**src/rtl/traffic_light_nway.sv**
```systemverilog
// rtl/traffic_light_nway.sv - N-way traffic light controller with minimum/maximum green and flashing-yellow mode
//
// Purpose: rotates right of way among N_DIR approaches. A direction keeps
// green while nobody else waits. The green is cut short once the minimum
// time has passed and its own sensor has gone quiet, or once the maximum
// time is reached. Each green ends with yellow and then an all-red
// clearance. flash_en overrides everything except rst and blinks all
// yellows.
//
// Ports:
//   clk      - rising-edge clock
//   rst      - synchronous active-high reset
//   sensor   - per-direction vehicle presence
//   flash_en - request flashing-yellow mode
//   red      - per-direction red lamp
//   yellow   - per-direction yellow lamp
//   green    - per-direction green lamp
//   active   - direction that owns the current phase
//   phase    - 0 GREEN, 1 YELLOW, 2 ALLRED, 3 FLASH
module traffic_light_nway #(
  parameter int N_DIR      = 4,
  parameter int GREEN_MIN  = 8,
  parameter int GREEN_MAX  = 32,
  parameter int YELLOW_T   = 3,
  parameter int ALLRED_T   = 1,
  parameter int FLASH_HALF = 4,
  localparam int AW        = (N_DIR > 2) ? $clog2(N_DIR) : 1
) (
  input  logic             clk,
  input  logic             rst,
  input  logic [N_DIR-1:0] sensor,
  input  logic             flash_en,
  output logic [N_DIR-1:0] red,
  output logic [N_DIR-1:0] yellow,
  output logic [N_DIR-1:0] green,
  output logic [AW-1:0]    active,
  output logic [1:0]       phase
);

  localparam logic [1:0] PH_GREEN  = 2'd0;
  localparam logic [1:0] PH_YELLOW = 2'd1;
  localparam logic [1:0] PH_ALLRED = 2'd2;
  localparam logic [1:0] PH_FLASH  = 2'd3;

  // One counter serves every timed phase, so it must be wide enough for
  // the longest of them.
  localparam int CM1  = (GREEN_MAX > YELLOW_T) ? GREEN_MAX : YELLOW_T;
  localparam int CMAX = (CM1 > ALLRED_T) ? CM1 : ALLRED_T;
  localparam int CW   = (CMAX > 2) ? $clog2(CMAX) : 1;
  localparam int FW   = (FLASH_HALF > 1) ? $clog2(2 * FLASH_HALF) : 1;
  localparam int AW1  = AW + 1;

  localparam logic [CW-1:0] GMIN_M1    = CW'(GREEN_MIN - 1);
  localparam logic [CW-1:0] GMAX_M1    = CW'(GREEN_MAX - 1);
  localparam logic [CW-1:0] YEL_M1     = CW'(YELLOW_T - 1);
  localparam logic [CW-1:0] AR_M1      = CW'(ALLRED_T - 1);
  localparam logic [FW-1:0] FLASH_LAST = FW'(2 * FLASH_HALF - 1);
  localparam logic [FW-1:0] FLASH_MID  = FW'(FLASH_HALF);

  logic [CW-1:0]    count;
  logic [FW-1:0]    flash_count;
  logic [AW-1:0]    next_dir;
  logic [AW-1:0]    next_sel;
  logic [AW:0]      cand_sum;
  logic [AW-1:0]    cand;
  logic             found;
  logic [N_DIR-1:0] active_oh;
  logic             pending;
  logic             go_yellow;

  assign active_oh = {{(N_DIR-1){1'b0}}, 1'b1} << active;
  assign pending   = |(sensor & ~active_oh);
  assign go_yellow = pending &&
                     (((count >= GMIN_M1) && !sensor[active]) || (count == GMAX_M1));

  // First waiting direction after active, in cyclic order. When pending is
  // true the scan always finds one; otherwise the result is unused.
  always_comb begin
    next_sel = active;
    found    = 1'b0;
    cand_sum = '0;
    cand     = '0;
    for (int k = 1; k < N_DIR; k++) begin
      cand_sum = {1'b0, active} + AW1'(k);
      if (cand_sum >= AW1'(N_DIR)) cand_sum = cand_sum - AW1'(N_DIR);
      cand = cand_sum[AW-1:0];
      if (!found && sensor[cand]) begin
        found    = 1'b1;
        next_sel = cand;
      end
    end
  end

  always_ff @(posedge clk) begin
    if (rst) begin
      phase       <= PH_GREEN;
      active      <= '0;
      next_dir    <= '0;
      count       <= '0;
      flash_count <= '0;
    end else if (flash_en) begin
      phase <= PH_FLASH;
      count <= '0;
      // Restart the blink pattern on entry so the first half is always lit.
      if (phase != PH_FLASH || flash_count == FLASH_LAST) flash_count <= '0;
      else flash_count <= flash_count + FW'(1);
    end else begin
      case (phase)
        PH_GREEN: begin
          if (go_yellow) begin
            phase    <= PH_YELLOW;
            count    <= '0;
            next_dir <= next_sel;
          end else if (count != GMAX_M1) begin
            count <= count + CW'(1);
          end
        end
        PH_YELLOW: begin
          if (count == YEL_M1) begin
            phase <= PH_ALLRED;
            count <= '0;
          end else begin
            count <= count + CW'(1);
          end
        end
        PH_ALLRED: begin
          if (count == AR_M1) begin
            phase  <= PH_GREEN;
            count  <= '0;
            active <= next_dir;
          end else begin
            count <= count + CW'(1);
          end
        end
        PH_FLASH: begin
          // Leaving flash always restarts the rotation from direction 0.
          phase       <= PH_ALLRED;
          count       <= '0;
          active      <= '0;
          next_dir    <= '0;
          flash_count <= '0;
        end
      endcase
    end
  end

  always_comb begin
    red    = '0;
    yellow = '0;
    green  = '0;
    case (phase)
      PH_GREEN: begin
        green = active_oh;
        red   = ~active_oh;
      end
      PH_YELLOW: begin
        yellow = active_oh;
        red    = ~active_oh;
      end
      PH_ALLRED: red = '1;
      PH_FLASH:  yellow = (flash_count < FLASH_MID) ? '1 : '0;
    endcase
  end

endmodule

```
**config.mk**
```make
export PLATFORM = sky130hd
export DESIGN_NAME = traffic_light_nway
export DESIGN_NICKNAME = d
export VERILOG_FILES = /design/src/rtl/traffic_light_nway.sv
export SDC_FILE = /design/constraint.sdc
export NUM_CORES = 1
export LEC_CHECK = 0
export ABC_CLOCK_PERIOD_IN_PS = 3840
export CORE_ASPECT_RATIO = 1.25
export CORE_MARGIN = 8
export CORE_UTILIZATION = 55
export DETAILED_ROUTE_END_ITERATION = 10
export DONT_BUFFER_PORTS = 1
export GPL_ROUTABILITY_DRIVEN = 0
export HOLD_SLACK_MARGIN = 0.02
export PLACE_DENSITY_LB_ADDON = 0.3
export SYNTH_ARGS = -nofsm -noshare
export SYNTH_HDL_FRONTEND = slang
export SYNTH_SLANG_ARGS = --single-unit
```
**constraint.sdc**
```tcl
create_clock -name clk -period 3.84 [get_ports clk]
set_input_delay 0.576 -clock clk [delete_from_list [all_inputs] [get_ports clk]]
set_output_delay 0.576 -clock clk [all_outputs]
set_load 0.02 [all_outputs]
```
After elaboration in Yosys (flattened, before gate mapping)
Cells that the tools add are included.
{"block": "word_totals", "regBits": 14, "in_bits": 7, "output_inout_bits": 16, "word_cells": 97}
{"block": "op_classes", "n_addsub": 8, "magnitude_cmp": 9, "eq_ne": 14, "n_shift": 1, "mux": 37, "n_bitwise": 3, "n_reduce_logical": 20}
{"op": "2-to-1 mux 2 bit", "n": 12}
{"op": "2-to-1 mux 5 bit", "n": 4}
{"op": "case mux 5 bit (4 select lines)", "n": 1}
{"op": "case mux 4 bit (2 select lines)", "n": 2}
{"op": "< comparator 2 x 3 -> 1 bit (second input constant)", "n": 4}
{"op": "!= test 3 bit (second input constant)", "n": 4}
{"op": ">= comparator 3 bit (second input constant)", "n": 3}
{"op": "2-to-1 mux 3 bit", "n": 3}
{"op": "AND reduction 3 bit", "n": 3}
{"op": "binary-select mux 1 bit (select 2 bit)", "n": 4}
{"op": "2-to-1 mux 4 bit", "n": 2}
{"op": "case mux 2 bit (2 select lines)", "n": 2}
{"op": "case mux 2 bit (4 select lines)", "n": 1}
{"op": "adder 2 x 2 -> 3 bit (second input constant)", "n": 2}
{"op": "2-to-1 mux 1 bit", "n": 6}
{"op": "!= test 2 bit (second input constant)", "n": 3}
{"op": "nonzero test 2 bit", "n": 3}
{"op": "subtractor 2 x 1 -> 2 bit (second input constant)", "n": 3}
{"op": "adder 5 x 1 -> 5 bit (second input constant)", "n": 1}
{"op": "equality test 5 x 2 -> 1 bit (second input constant)", "n": 1}
{"op": "equality test 5 bit (second input constant)", "n": 1}
{"op": ">= comparator 5 x 3 -> 1 bit (second input constant)", "n": 1}
{"op": "zero test 5 bit", "n": 1}
{"op": "!= test 5 bit (second input constant)", "n": 1}
{"op": "other kinds (16)", "n": 24}

Depth between registers and ports, before layout
Gate-level depths: netlist (run 1).
{"block": "depth", "depth_word": 14, "ltp_mapped": 10, "mapped_depth_nobuf": 8}

Least setup slack after synthesis (run 1)
OpenSTA, ideal clock, no wires.
{"block": "synth_timing", "kind": "flip-flop to flip-flop", "from": "register active[0]", "to": "register next_dir[1]", "setup_time_ps": 83, "t_arrival_ps": 2153, "required_ps": 3757, "path_slack_ps": 1604, "path_stages_with_launch": 8, "n_path_buf": 1, "synth_period_minus_slack_ps": 2236, "path_cell_list": "dfxtp_1 -> buf_2 -> inv_1 -> ha_1 -> mux4_2 -> nor4b_1 -> a211oi_1 -> o221ai_1"}
{"block": "synth_via", "elab_chain_len": 14, "elab_cells_between_ends": 41, "classes_between": "add/sub (6); order compare (3); eq/ne (1); shift (1); mux (18); bitwise (2); reduce/logical (10)"}
{"item": "start: declaration", "line_no": "36", "text": "output logic [AW-1:0] active,"}
{"item": "start signal: assignment", "line_no": "130", "text": "active <= next_dir;"}
{"item": "adder 2 x 1 -> 3 bit", "line_no": "84", "text": "cand_sum = {1'b0, active} + AW1'(k);"}
{"item": ">= comparator 3 bit / subtractor 2 x 1 -> 2 bit (equally long branches)", "line_no": "85", "text": "if (cand_sum >= AW1'(N_DIR)) cand_sum = cand_sum - AW1'(N_DIR);"}
{"item": "2-to-1 mux 2 bit", "line_no": "85"}
{"item": "binary-select mux 1 bit (select 2 bit)", "line_no": "87", "text": "if (!found && sensor[cand]) begin"}
{"item": "2-to-1 mux 1 bit (implied by the code)", "line_no": "87"}
{"item": "2-to-1 mux 1 bit", "line_no": "87"}
{"item": "zero test 1 bit", "line_no": "87"}
{"item": "logical AND 1 bit", "line_no": "87"}
{"item": "2-to-1 mux 1 bit", "line_no": "87"}
{"item": "zero test 1 bit", "line_no": "87"}
{"item": "logical AND 1 bit", "line_no": "87"}
{"item": "2-to-1 mux 2 bit", "line_no": "87"}
{"item": "2-to-1 mux 2 bit", "line_no": "110", "text": "if (go_yellow) begin"}
{"item": "case mux 2 bit (2 select lines)", "line_no": "108", "text": "case (phase)"}
{"item": "end signal: assignment", "line_no": "113", "text": "next_dir <= next_sel;"}
{"item": "end: declaration", "line_no": "62", "text": "logic [AW-1:0] next_dir;"}
Several ways; a longest one is shown, not always the timed one. The select of a mux whose other input is x is not followed.
A chain may end at the register's enable or synchronous reset.

Worst setup path after layout (run 1)
{"block": "layout_timing", "from": "register active[0]", "to": "output port red[0]"}
{"block": "layout_via", "elab_chain_len": 3}
{"item": "<< shifter 1 x 2 -> 4 bit", "line_no": "71", "text": "assign active_oh = {{(N_DIR-1){1'b0}}, 1'b1} << active;"}
{"item": "NOT 4 bit", "line_no": "154, 158"}
{"item": "case mux 4 bit (2 select lines)", "line_no": "151", "text": "case (phase)"}
{"item": "end: declaration", "line_no": "33", "text": "output logic [N_DIR-1:0] red,"}
Every way passes these cells.

==> summary.md, run 1 <==
| Metric | Value |
|---|---|
| Synth Area in Simple Gates | `31.35%` |
| Critical-path maximum fanout | `11` |
| Async SR Flop Fraction | `0%` |
| Hold-fix buffers, CTS | `0` |
| Final Hold Vio Count | `0` |
| Syn nets | `160` |
| Adder-Cell Fraction of Synth Area | `11.20%` |
| # DRC | `0` |
| RSZ-0062 raised after global routing | `false` |
| Io pins | `23` |
| Cell Pwr Density | `250.5 mW/mm²` |
| Die area | `0.003739 mm²` |
| CTS sink count | `14` |
| Die width | `56.32 µm` |
| Detail Placement HPWL | `1.921 mm` |
| Most frequent cells in the layout | `a21oi_1 (17), nand2_1 (15), dfxtp_1 (14)` |
| GRT Residual Overflow | `0` |
| Reg-to-reg slack, setup | `1400 ps` |
| DRT antenna net count | `0` |
| Worst Path Required | `3260 ps` |
| R2R cell count | `6` |
| Worst Setup Slack post-DPL | `1409 ps` |
| Most common cell after layout, fill and taps aside | `a21oi_1` |
| Clock Skews | `1.505 ps` |
| Syn Std Cell Area | `0.001117 mm²` |
| Iteration-0 DRC Markers | `22` |
| Largest net degree at the start of global routing | `14` |
| Worst-margin pin slew | `644.3 ps` |
| First-pass GRT wire length | `4.022 mm` |
| CTS Buf Count | `3` |
| Worst Path Arrival | `1890 ps` |
| Worst skew pair latency | `290 ps` |
| Yosys warns | `0` |
| Fin crit share | `64.14%` |
| Unique cell type count in the Yosys netlist | `40` |
| Share of cells above drive strength 1 | `10.71%` |
| First drt pass iteration count | `4` |
| Syn_area_per_cell | `7.813 µm²` |
| RR Endpoint | `next_dir[1]` |
| All-Layer GR Usage | `13.20%` |
| CTS resizes | `0` |
| Seq/Total Area, Yosys | `25.08%` |
| Area delta synth->final | `1.792%` |
| TNS Setup | `0 ps` |
| Critical Path Start Type | `flip-flop` |
| Initial Utilization | `57.02%` |
| CTS tree | `built` |
| Status | `completed` |
| Final setup viols | `0` |
| MaxCap Viol Count | `0` |
| Leakage Power | `0.4210 nW` |
| Post-synth EDFFs | `0` |
| # rows | `18` |
| Initial antenna violation count | `0` |
| Die Span Y | `66.39 µm` |
| Routed WL | `2.437 mm` |
| CTS root buf | `clkbuf_4` |
| Nets | `159` |
| Post-synthesis xor/xnor area fraction | `0.7839%` |
| Hold Path Depth | `1` |
| Min Hold Slack | `339.0 ps` |
| Syn Inst Count | `143` |
| Mux share of post-synthesis cell area | `5.711%` |
| Fmax | `0.4060 GHz` |
| Core ar. | `0.001959 mm²` |
| Hold path startpoint | `rst` |
| Routed vias/inst | `6.275` |
| Element type at the critical path end | `primary output` |
| Setup bufs post-CTS | `0` |
| Flops & latches, synth | `14` |
| Reg-to-reg critical path startpoint | `active[0]` |
| Main synth FF type | `dfxtp_1` |
| Worst-path clk slew | `80 ps` |
| Buffers on Ports | `0` |
| Slew headroom | `56.72%` |
| Final worst setup slack | `1377 ps` |
| Routed via count | `1004` |
| Compound-gate portion of the synthesized area | `20.72%` |
| Crit Path Class | `flip-flop to primary output` |
| Tmin final | `2463 ps` |
| Wire per inst | `15.23 µm` |
| Hold Path Sink | `active[1]` |
| Fill cells | `178` |
| Main combinational cell family by area after synthesis | `simple AND/OR/NAND/NOR gates` |
| Final Max Tran Viols | `0` |
| Ant. Diodes | `0` |
| Clock tree buffer depth | `2` |
| CTS H-tree lvls | `1` |
| Max VDD drop | `0.1549 mV` |
| Worst min-delay path class | `input pin to flip-flop` |
| Vias in the first global route | `915` |
cells in the mapped netlist, drive strengths merged (2+ instances only):
cell type	instances	area [µm²]
a211oi	3	27.52
a21oi	19	102.6
a22oi	2	15.01
a31oi	4	25.02
and2	3	18.77
and3	3	18.77
buf	4	20.02
clkbuf	2	7.510
dfxtp	14	280.3
ha	10	125.1
inv	8	30.03
mux2i	3	30.03
nand2	15	56.30
nand2b	3	18.77
nand3	3	15.01
nand4	3	18.77
nand4b	2	17.52
nor2	12	45.04
nor2b	4	25.02
nor3	7	46.30
nor3b	2	15.01
o21ai	2	13.76
o221ai	2	17.52
or2	2	12.51
registers in the layout, indices dropped and copies added (netlist names):
signal,cells
count,5
flash_count,3
active,2
next_dir,2
phase,2
metrics by stage:
stage / std cells / total power [mW] / cell area [µm²] / utilization (%)
floorplan: 143 / 0.1990 / 1117 / -
global placement: 157 / 0.2021 / 1115 / 56.90
detailed placement: 157 / 0.2034 / 1115 / 56.90
CTS: 160 / 0.2873 / 1137 / 58.05
global route: 160 / 0.2975 / 1137 / 58.05
finish: 160 / 0.2849 / 1137 / 58.05
cell type report:
type / count / area [µm²] / area share, %
multi-input combinational: 115 / 779.5 / 68.54
sequential: 14 / 280.3 / 24.64
inverter: 8 / 30.03 / 2.640
tap: 20 / 25.02 / 2.200
clock buffer: 3 / 22.52 / 1.980
power by group:
part | switching [mW] | internal [mW] | leakage (nW)
logic | 0.0281 | 0.0162 | 0.294
registers | 0.00776 | 0.148 | 0.114
clock network | 0.0485 | 0.0366 | 0.0138
cell families (layout without fill, tap and decap cells):
family	count (synthesis)	count (layout)
buffers and inverters	14	11
adders and majority gates	10	10
AOI/OAI and AO/OA	35	35
and+or+nand+nor	64	64
DFF	14	14
muxes	5	5
xor gates and xnor gates	1	1
metal layers:
metal / global-route usage [%] / wire (µm) / part of all wire (%)
met1: 12.83 / 996 / 41
met2: 22.92 / 1178 / 48
met4: 9.036 / 62 / 2.5
met5: 0 / 0 / 0
met3: 4.808 / 200 / 8.2
worst max-delay path, stage by stage (launching register included):
cell	delay, ps
dfxtp_1	690
inv_1	190
ha_1	290
a21oi_1	430
how the worst max path moves through the flow:
stage,startpoint,endpoint,slack [ps],cells after the start
after floorplan,active[0],next_dir[1],1600,7
final,active[0],red[0],1380,3
after detailed placement,active[0],next_dir[1],1410,6
after global routing,active[0],next_dir[1],1180,6
after global placement,active[0],next_dir[1],1460,6
after CTS,active[0],red[0],1370,3
No activity file was read; power rests on OpenSTA's default activity.
==> inputs of run 2 (changes only) <==
Settings changed: ABC_CLOCK_PERIOD_IN_PS 3840 to 2100.
Clock period 3.84 ns to 2.1 ns, I/O delays scaled along.
==> run 2 against run 1 <==
Against the previous run: final area rose by 8.8%; final cell count rose by 3.8%; global-route usage rose by 0.52 points; clock-buffer cell count rose by 1; critical endpoint is now count[4]; combinational power rose by 110%; die area did not move; first-iteration DRC count rose by 9.1%; utilization rose by 5.1 points; non-clock buffer count rose by 5.
==> summary.md, run 2 (synthesis results as in run 1) <==
| Metric | Value |
|---|---|
| Status | `completed` |
| Clock tree buffer depth | `2 (unchanged)` |
| Worst-path clk slew | `90 ps (about the same)` |
| # rows | `18 (unchanged)` |
| Cell Pwr Density | `465.3 mW/mm² (+86%)` |
| Hold Path Sink | `active[0]` |
| Slew headroom | `67.62% (+11 points)` |
| Final Hold Vio Count | `0 (unchanged)` |
| Worst skew pair latency | `300 ps (about the same)` |
| Worst Path Arrival | `2170 ps (+280 ps)` |
| First drt pass iteration count | `4 (unchanged)` |
| Ant. Diodes | `0 (unchanged)` |
| Die area | `0.003739 mm² (unchanged)` |
| Clock Skews | `10.64 ps (+9.135 ps)` |
| Finished Cell Area | `0.001237 mm² (+8.8%)` |
| CTS Buf Count | `3 (unchanged)` |
| Tmin final | `1977 ps` |
| First-pass GRT wire length | `4.243 mm (+5.5%)` |
| Worst-margin pin slew | `487.2 ps (-157.1 ps)` |
| TNS Setup | `0 ps (unchanged)` |
| Fin crit share | `94.14%` |
| Element type at the critical path end | `flip-flop` |
| Final setup viols | `0 (unchanged)` |
| Area delta synth->final | `10.75%` |
| Fmax | `0.5058 GHz` |
| Vias in the first global route | `958 (+4.7%)` |
| Biggest register | `count` |
| Worst min-delay path class | `input pin to flip-flop` |
| Detail Placement HPWL | `2.003 mm (+4.3%)` |
| Io pins | `23 (unchanged)` |
| Reg-to-reg critical path startpoint | `active[0]` |
| Iteration-0 DRC Markers | `24 (+9.1%)` |
| Worst Path Required | `2290 ps (-970 ps)` |
| GRT Residual Overflow | `0 (unchanged)` |
| CTS tree | `built` |
| Routed via count | `1026 (+2.2%)` |
| Most common cell after layout, fill and taps aside | `a21oi_1` |
| Max VDD drop | `0.3342 mV (+120%)` |
| # DRC | `0 (unchanged)` |
| CTS H-tree lvls | `1 (unchanged)` |
| DRT antenna net count | `0 (unchanged)` |
| Nets | `164 (+3.1%)` |
| Critical Path Start Type | `flip-flop` |
| Routed WL | `2.566 mm (+5.3%)` |
| RR Endpoint | `count[4]` |
| Hold path startpoint | `rst` |
| Buffers on Ports | `0 (unchanged)` |
| Fill cells | `181 (+1.7%)` |
| Worst Setup Slack post-DPL | `35.31 ps (-1373 ps)` |
| Reg-to-reg slack, setup | `120 ps (-1280 ps)` |
| Die Span Y | `66.39 µm (unchanged)` |
| Crit Path Class | `flip-flop to flip-flop` |
| Hold Path Depth | `1 (unchanged)` |
| Largest regs | `count: 5 flops, flash_count: 3 flops` |
| Final Max Tran Viols | `0 (unchanged)` |
| Leakage Power | `0.4695 nW (+12%)` |
| MaxCap Viol Count | `0 (unchanged)` |
| Critical-path maximum fanout | `5 (-6)` |
| Initial antenna violation count | `0 (unchanged)` |
| CTS sink count | `14 (unchanged)` |
| Routed vias/inst | `6.181 (-1.5%)` |
| Max reg flops | `5 (unchanged)` |
| Most frequent cells in the layout | `a21oi_1 (17), nand2_1 (15), nor2_1 (12)` |
| Reg area | `284.0 µm² (+1.3%)` |
| Post-Place Cell Area | `0.001147 mm² (+2.9%)` |
| Final core occ | `63.15% (+5.1 points)` |
| Wire per inst | `15.46 µm (+1.5%)` |
| Share of cells above drive strength 1 | `18.49% (+7.8 points)` |
| All-Layer GR Usage | `13.72% (+0.52 points)` |
| Final worst setup slack | `123.1 ps (-1254 ps)` |
| CTS root buf | `clkbuf_4` |
| Die width | `56.32 µm (unchanged)` |
| Initial Utilization | `57.02% (unchanged)` |
| R2R cell count | `9 (+3)` |
| Area of the multi-input gates | `812.0 µm² (+4.2%)` |
| Largest net degree at the start of global routing | `14 (unchanged)` |
| Hold-fix buffers, CTS | `0 (unchanged)` |
| Core ar. | `0.001959 mm² (unchanged)` |
[run 2: cell types whose count changed in the layout (fill, tap and decap cells not counted)]
cell,delta
clkbuf_8,+1
dfxtp_1,-3
dfxtp_2,+3
nor4b_4,+1
buf_4,+4
and3_4,+1
nor4b_1,-1
ha_1,-1
ha_4,+1
and3_1,-1
buf_12,+1
[run 2: worst max-delay path, stage by stage, from the launching register on]
cell	delay [ps]
dfxtp_2	350
inv_1	160
ha_1	240
nor2b_1	70
a2111oi_2	420
and3_4	310
buf_12	110
inv_1	60
nand4_1	90
a21oi_1	70
[run 2: power by group]
part           switching, mW  internal, mW
clock network         0.0988         0.106
registers            0.00945         0.271
logic                 0.0585        0.0326
[run 2: worst max-delay path by stage]
stage | from | end | slack (ps) | depth (start not counted)
after floorplan | active[0] | next_dir[1] | 10 | 7
after global placement | active[0] | count[2] | 90 | 8
after detailed placement | active[0] | count[2] | 40 | 8
after CTS | active[0] | count[2] | 10 | 8
after global routing | active[0] | next_dir[1] | -20 | 7
final | active[0] | count[4] | 120 | 9
[run 2: repair_timing]
item,CTS,global route
buffers inserted,0,1
resized for setup,0,7
endpoints found under the setup margin,0,10
[run 2: through the flow]
step	hold WS, ps	power (mW)	instances
floorplan	468.7	0.3639	143
global placement	373.1	0.3721	161
detailed placement	374.4	0.3742	161
CTS	57.32	0.5757	165
global route	53.38	0.5958	166
finish	62.54	0.5758	166
[run 2: layout make-up]
cell class | count | area share (%)
repair buffers | 5 | 4.044
clock buffers | 4 | 2.932
multi-input cells | 115 | 65.62
inverters | 8 | 2.427
well taps | 20 | 2.022
flip-flops and latches | 14 | 22.95
[run 2: routing by layer]
metal	global-route usage [%]	up-vias	part of all wire, %	routed length [µm]
met3	4.423	5	6.8	174
met2	25.42	28	49	1250
li1	-	529	-	-
met4	8.133	0	2.2	57
met5	0	-	0	0
met1	12.85	464	42	1083
==> inputs of run 3 (changes only) <==
Settings changed: CELL_PAD_IN_SITES_DETAIL_PLACEMENT from default to 0, CELL_PAD_IN_SITES_GLOBAL_PLACEMENT from default to 1, CORE_UTILIZATION 55 to 40, SKIP_LAST_GASP from default to 1.
==> run 3 against run 2 <==
Against the previous run: clock skew is 8.9 ps lower; sequential power hardly changed; first-iteration DRC count is 33% higher; global-route usage is 2.3 points lower; clock power is 5% lower; final area is 2.5% higher; maximum frequency is 1.6% lower; die area is 27% higher; total power is 2.2% lower; combinational power is 2% lower; critical path depth is 1 lower; utilization is 16 points lower.
==> summary.md, run 3 (synthesis results as in run 1) <==
| Metric | Value |
|---|---|
| CTS Buf Count | `3 (unchanged)` |
| Final Max Tran Viols | `0 (unchanged)` |
| Crit Path Class | `flip-flop to flip-flop` |
| Die area | `0.004751 mm² (+27%)` |
| Die Span Y | `75.09 µm (+13%)` |
| Share of cells above drive strength 1 | `20.53% (+2.0 points)` |
| Hold Path Sink | `active[1]` |
| Finished Cell Area | `0.001269 mm² (+2.5%)` |
| Initial Utilization | `41.69% (-15 points)` |
| # DRC | `0 (unchanged)` |
| Fin crit share | `95.71% (+1.6 points)` |
| Most frequent cells in the layout | `a21oi_1 (17), nand2_1 (15), nor2_1 (12), dfxtp_1 (12), buf_4 (10)` |
| Routed via count | `1054 (+2.7%)` |
| Element type at the critical path end | `flip-flop` |
| Final setup viols | `0 (unchanged)` |
| CTS sink count | `14 (unchanged)` |
| CTS tree | `built` |
| Post-Place Cell Area | `0.001195 mm² (+4.1%)` |
| Largest net degree at the start of global routing | `14 (unchanged)` |
| Final total power | `0.5631 mW (-2.2%)` |
| Area delta synth->final | `13.55%` |
| Area of the multi-input gates | `799.5 µm² (-1.5%)` |
| Worst-path clk slew | `90 ps (about the same)` |
| Detail Placement HPWL | `2.197 mm (+9.7%)` |
| TNS Setup | `0 ps (unchanged)` |
| RR Endpoint | `count[2]` |
| Iteration-0 DRC Markers | `32 (+33%)` |
| Leakage Power | `0.4873 nW (+3.8%)` |
| Hold-fix buffers, CTS | `0 (unchanged)` |
| GRT Residual Overflow | `0 (unchanged)` |
| Status | `completed` |
| Fill cells | `284 (+57%)` |
| Reg area | `285.3 µm² (+0.44%)` |
| Nets | `169 (+3.0%)` |
| DRT antenna net count | `0 (unchanged)` |
| Worst skew pair latency | `280 ps (-20 ps)` |
| CTS H-tree lvls | `1 (unchanged)` |
| # rows | `21 (+3)` |
| Final core occ | `47.34% (-16 points)` |
| Critical Path Start Type | `flip-flop` |
| Hold path startpoint | `rst` |
| Final Hold Vio Count | `0 (unchanged)` |
| Reg-to-reg slack, setup | `90 ps (-30 ps)` |
| First-pass GRT wire length | `4.388 mm (+3.4%)` |
| Vias in the first global route | `979 (+2.2%)` |
| Finished Layout Cells | `185 (+11%)` |
| Post-Place Cells | `179 (+11%)` |
| Routed WL | `2.748 mm (+7.1%)` |
| Reg-to-reg critical path startpoint | `active[1]` |
| Most common cell after layout, fill and taps aside | `a21oi_1` |
| Die width | `63.27 µm (+12%)` |
| All-Layer GR Usage | `11.44% (-2.3 points)` |
| Io pins | `23 (unchanged)` |
| First drt pass iteration count | `4 (unchanged)` |
| Worst Setup Slack post-DPL | `10.29 ps (-25.02 ps)` |
| Worst Path Arrival | `2180 ps (about the same)` |
| Worst-margin pin slew | `512.6 ps (+25.42 ps)` |
| Initial antenna violation count | `0 (unchanged)` |
| Wire per inst | `14.85 µm (-3.9%)` |
| Min Hold Slack | `80.34 ps (+17.80 ps)` |
| Slew headroom | `65.78% (-1.8 points)` |
| Core ar. | `0.002680 mm² (+37%)` |
| Fmax | `0.4975 GHz (-1.6%)` |
| Max VDD drop | `0.3657 mV (+9.4%)` |
| Critical-path maximum fanout | `9 (+4)` |
| Max reg flops | `5 (unchanged)` |
| Tmin final | `2010 ps (+33.00 ps)` |
| Clock tree buffer depth | `2 (unchanged)` |
| CTS root buf | `clkbuf_4` |
| MaxCap Viol Count | `0 (unchanged)` |
| Hold Path Depth | `1 (unchanged)` |
| Largest regs | `count: 5 flops, flash_count: 3 flops` |
| Routed vias/inst | `5.697 (-7.8%)` |
| Cell Pwr Density | `443.8 mW/mm² (-4.6%)` |
| Worst min-delay path class | `input pin to flip-flop` |
| Biggest register | `count` |
| Buffers on Ports | `0 (unchanged)` |
| Ant. Diodes | `0 (unchanged)` |
| R2R cell count | `8 (-1)` |
| Worst Path Required | `2270 ps (-20 ps)` |
| RSZ-0062 raised after global routing | `true` |
| Final worst setup slack | `90.08 ps (-33.00 ps)` |
| Clock Skews | `1.718 ps (-8.921 ps)` |
## run 3: cell count changes in the layout (fill, tap and decap cells not counted), sizes merged
cell and change:
buf +5
## run 3: how the worst max path moves through the flow
stage / to / slack [ps] / start / cells past startpoint
floorplan: next_dir[1] / 10 / active[0] / 7
global placement: next_dir[1] / 100 / active[1] / 6
detailed placement: next_dir[1] / 10 / active[1] / 6
CTS: next_dir[1] / 30 / active[0] / 6
global route: count[3] / -30 / active[1] / 8
finish: count[2] / 90 / active[1] / 8
## run 3: worst max-delay path, stage by stage, from the launching register on
cell	delay, ps
dfxtp_4	380
inv_1	130
ha_1	240
nor2b_1	90
a2111oi_2	400
and3_2	340
nor3b_1	70
o211ai_1	180
a21oi_1	80
## run 3: layer usage
layer	global-route usage, %	up-vias	wire length (µm)
li1	-	534	-
met1	11.15	494	1161
met2	20.75	24	1327
met3	4.613	2	233
met4	5.955	0	25
met5	0	-	0
## run 3: final cells by class
| cell class | count | share of cell area [%] |
|---|---|---|
| Clock buffer | 4 | 2.860 |
| Inverter | 8 | 2.367 |
| Multi-Input combinational cell | 115 | 63.02 |
| Sequential cell | 14 | 22.49 |
| Tap cell | 34 | 3.353 |
| Timing Repair Buffer | 10 | 5.917 |
## run 3: where the power goes
group	switching, mW	internal (mW)
registers	0.0109	0.269
logic	0.0568	0.0324
clock network	0.0886	0.105
## run 3: timing repair
item | in CTS | in global routing
setup buffers | 0 | 2
cloned | 0 | 0
endpoints found under the setup margin | 1 | 3
resized for setup | 1 | 4
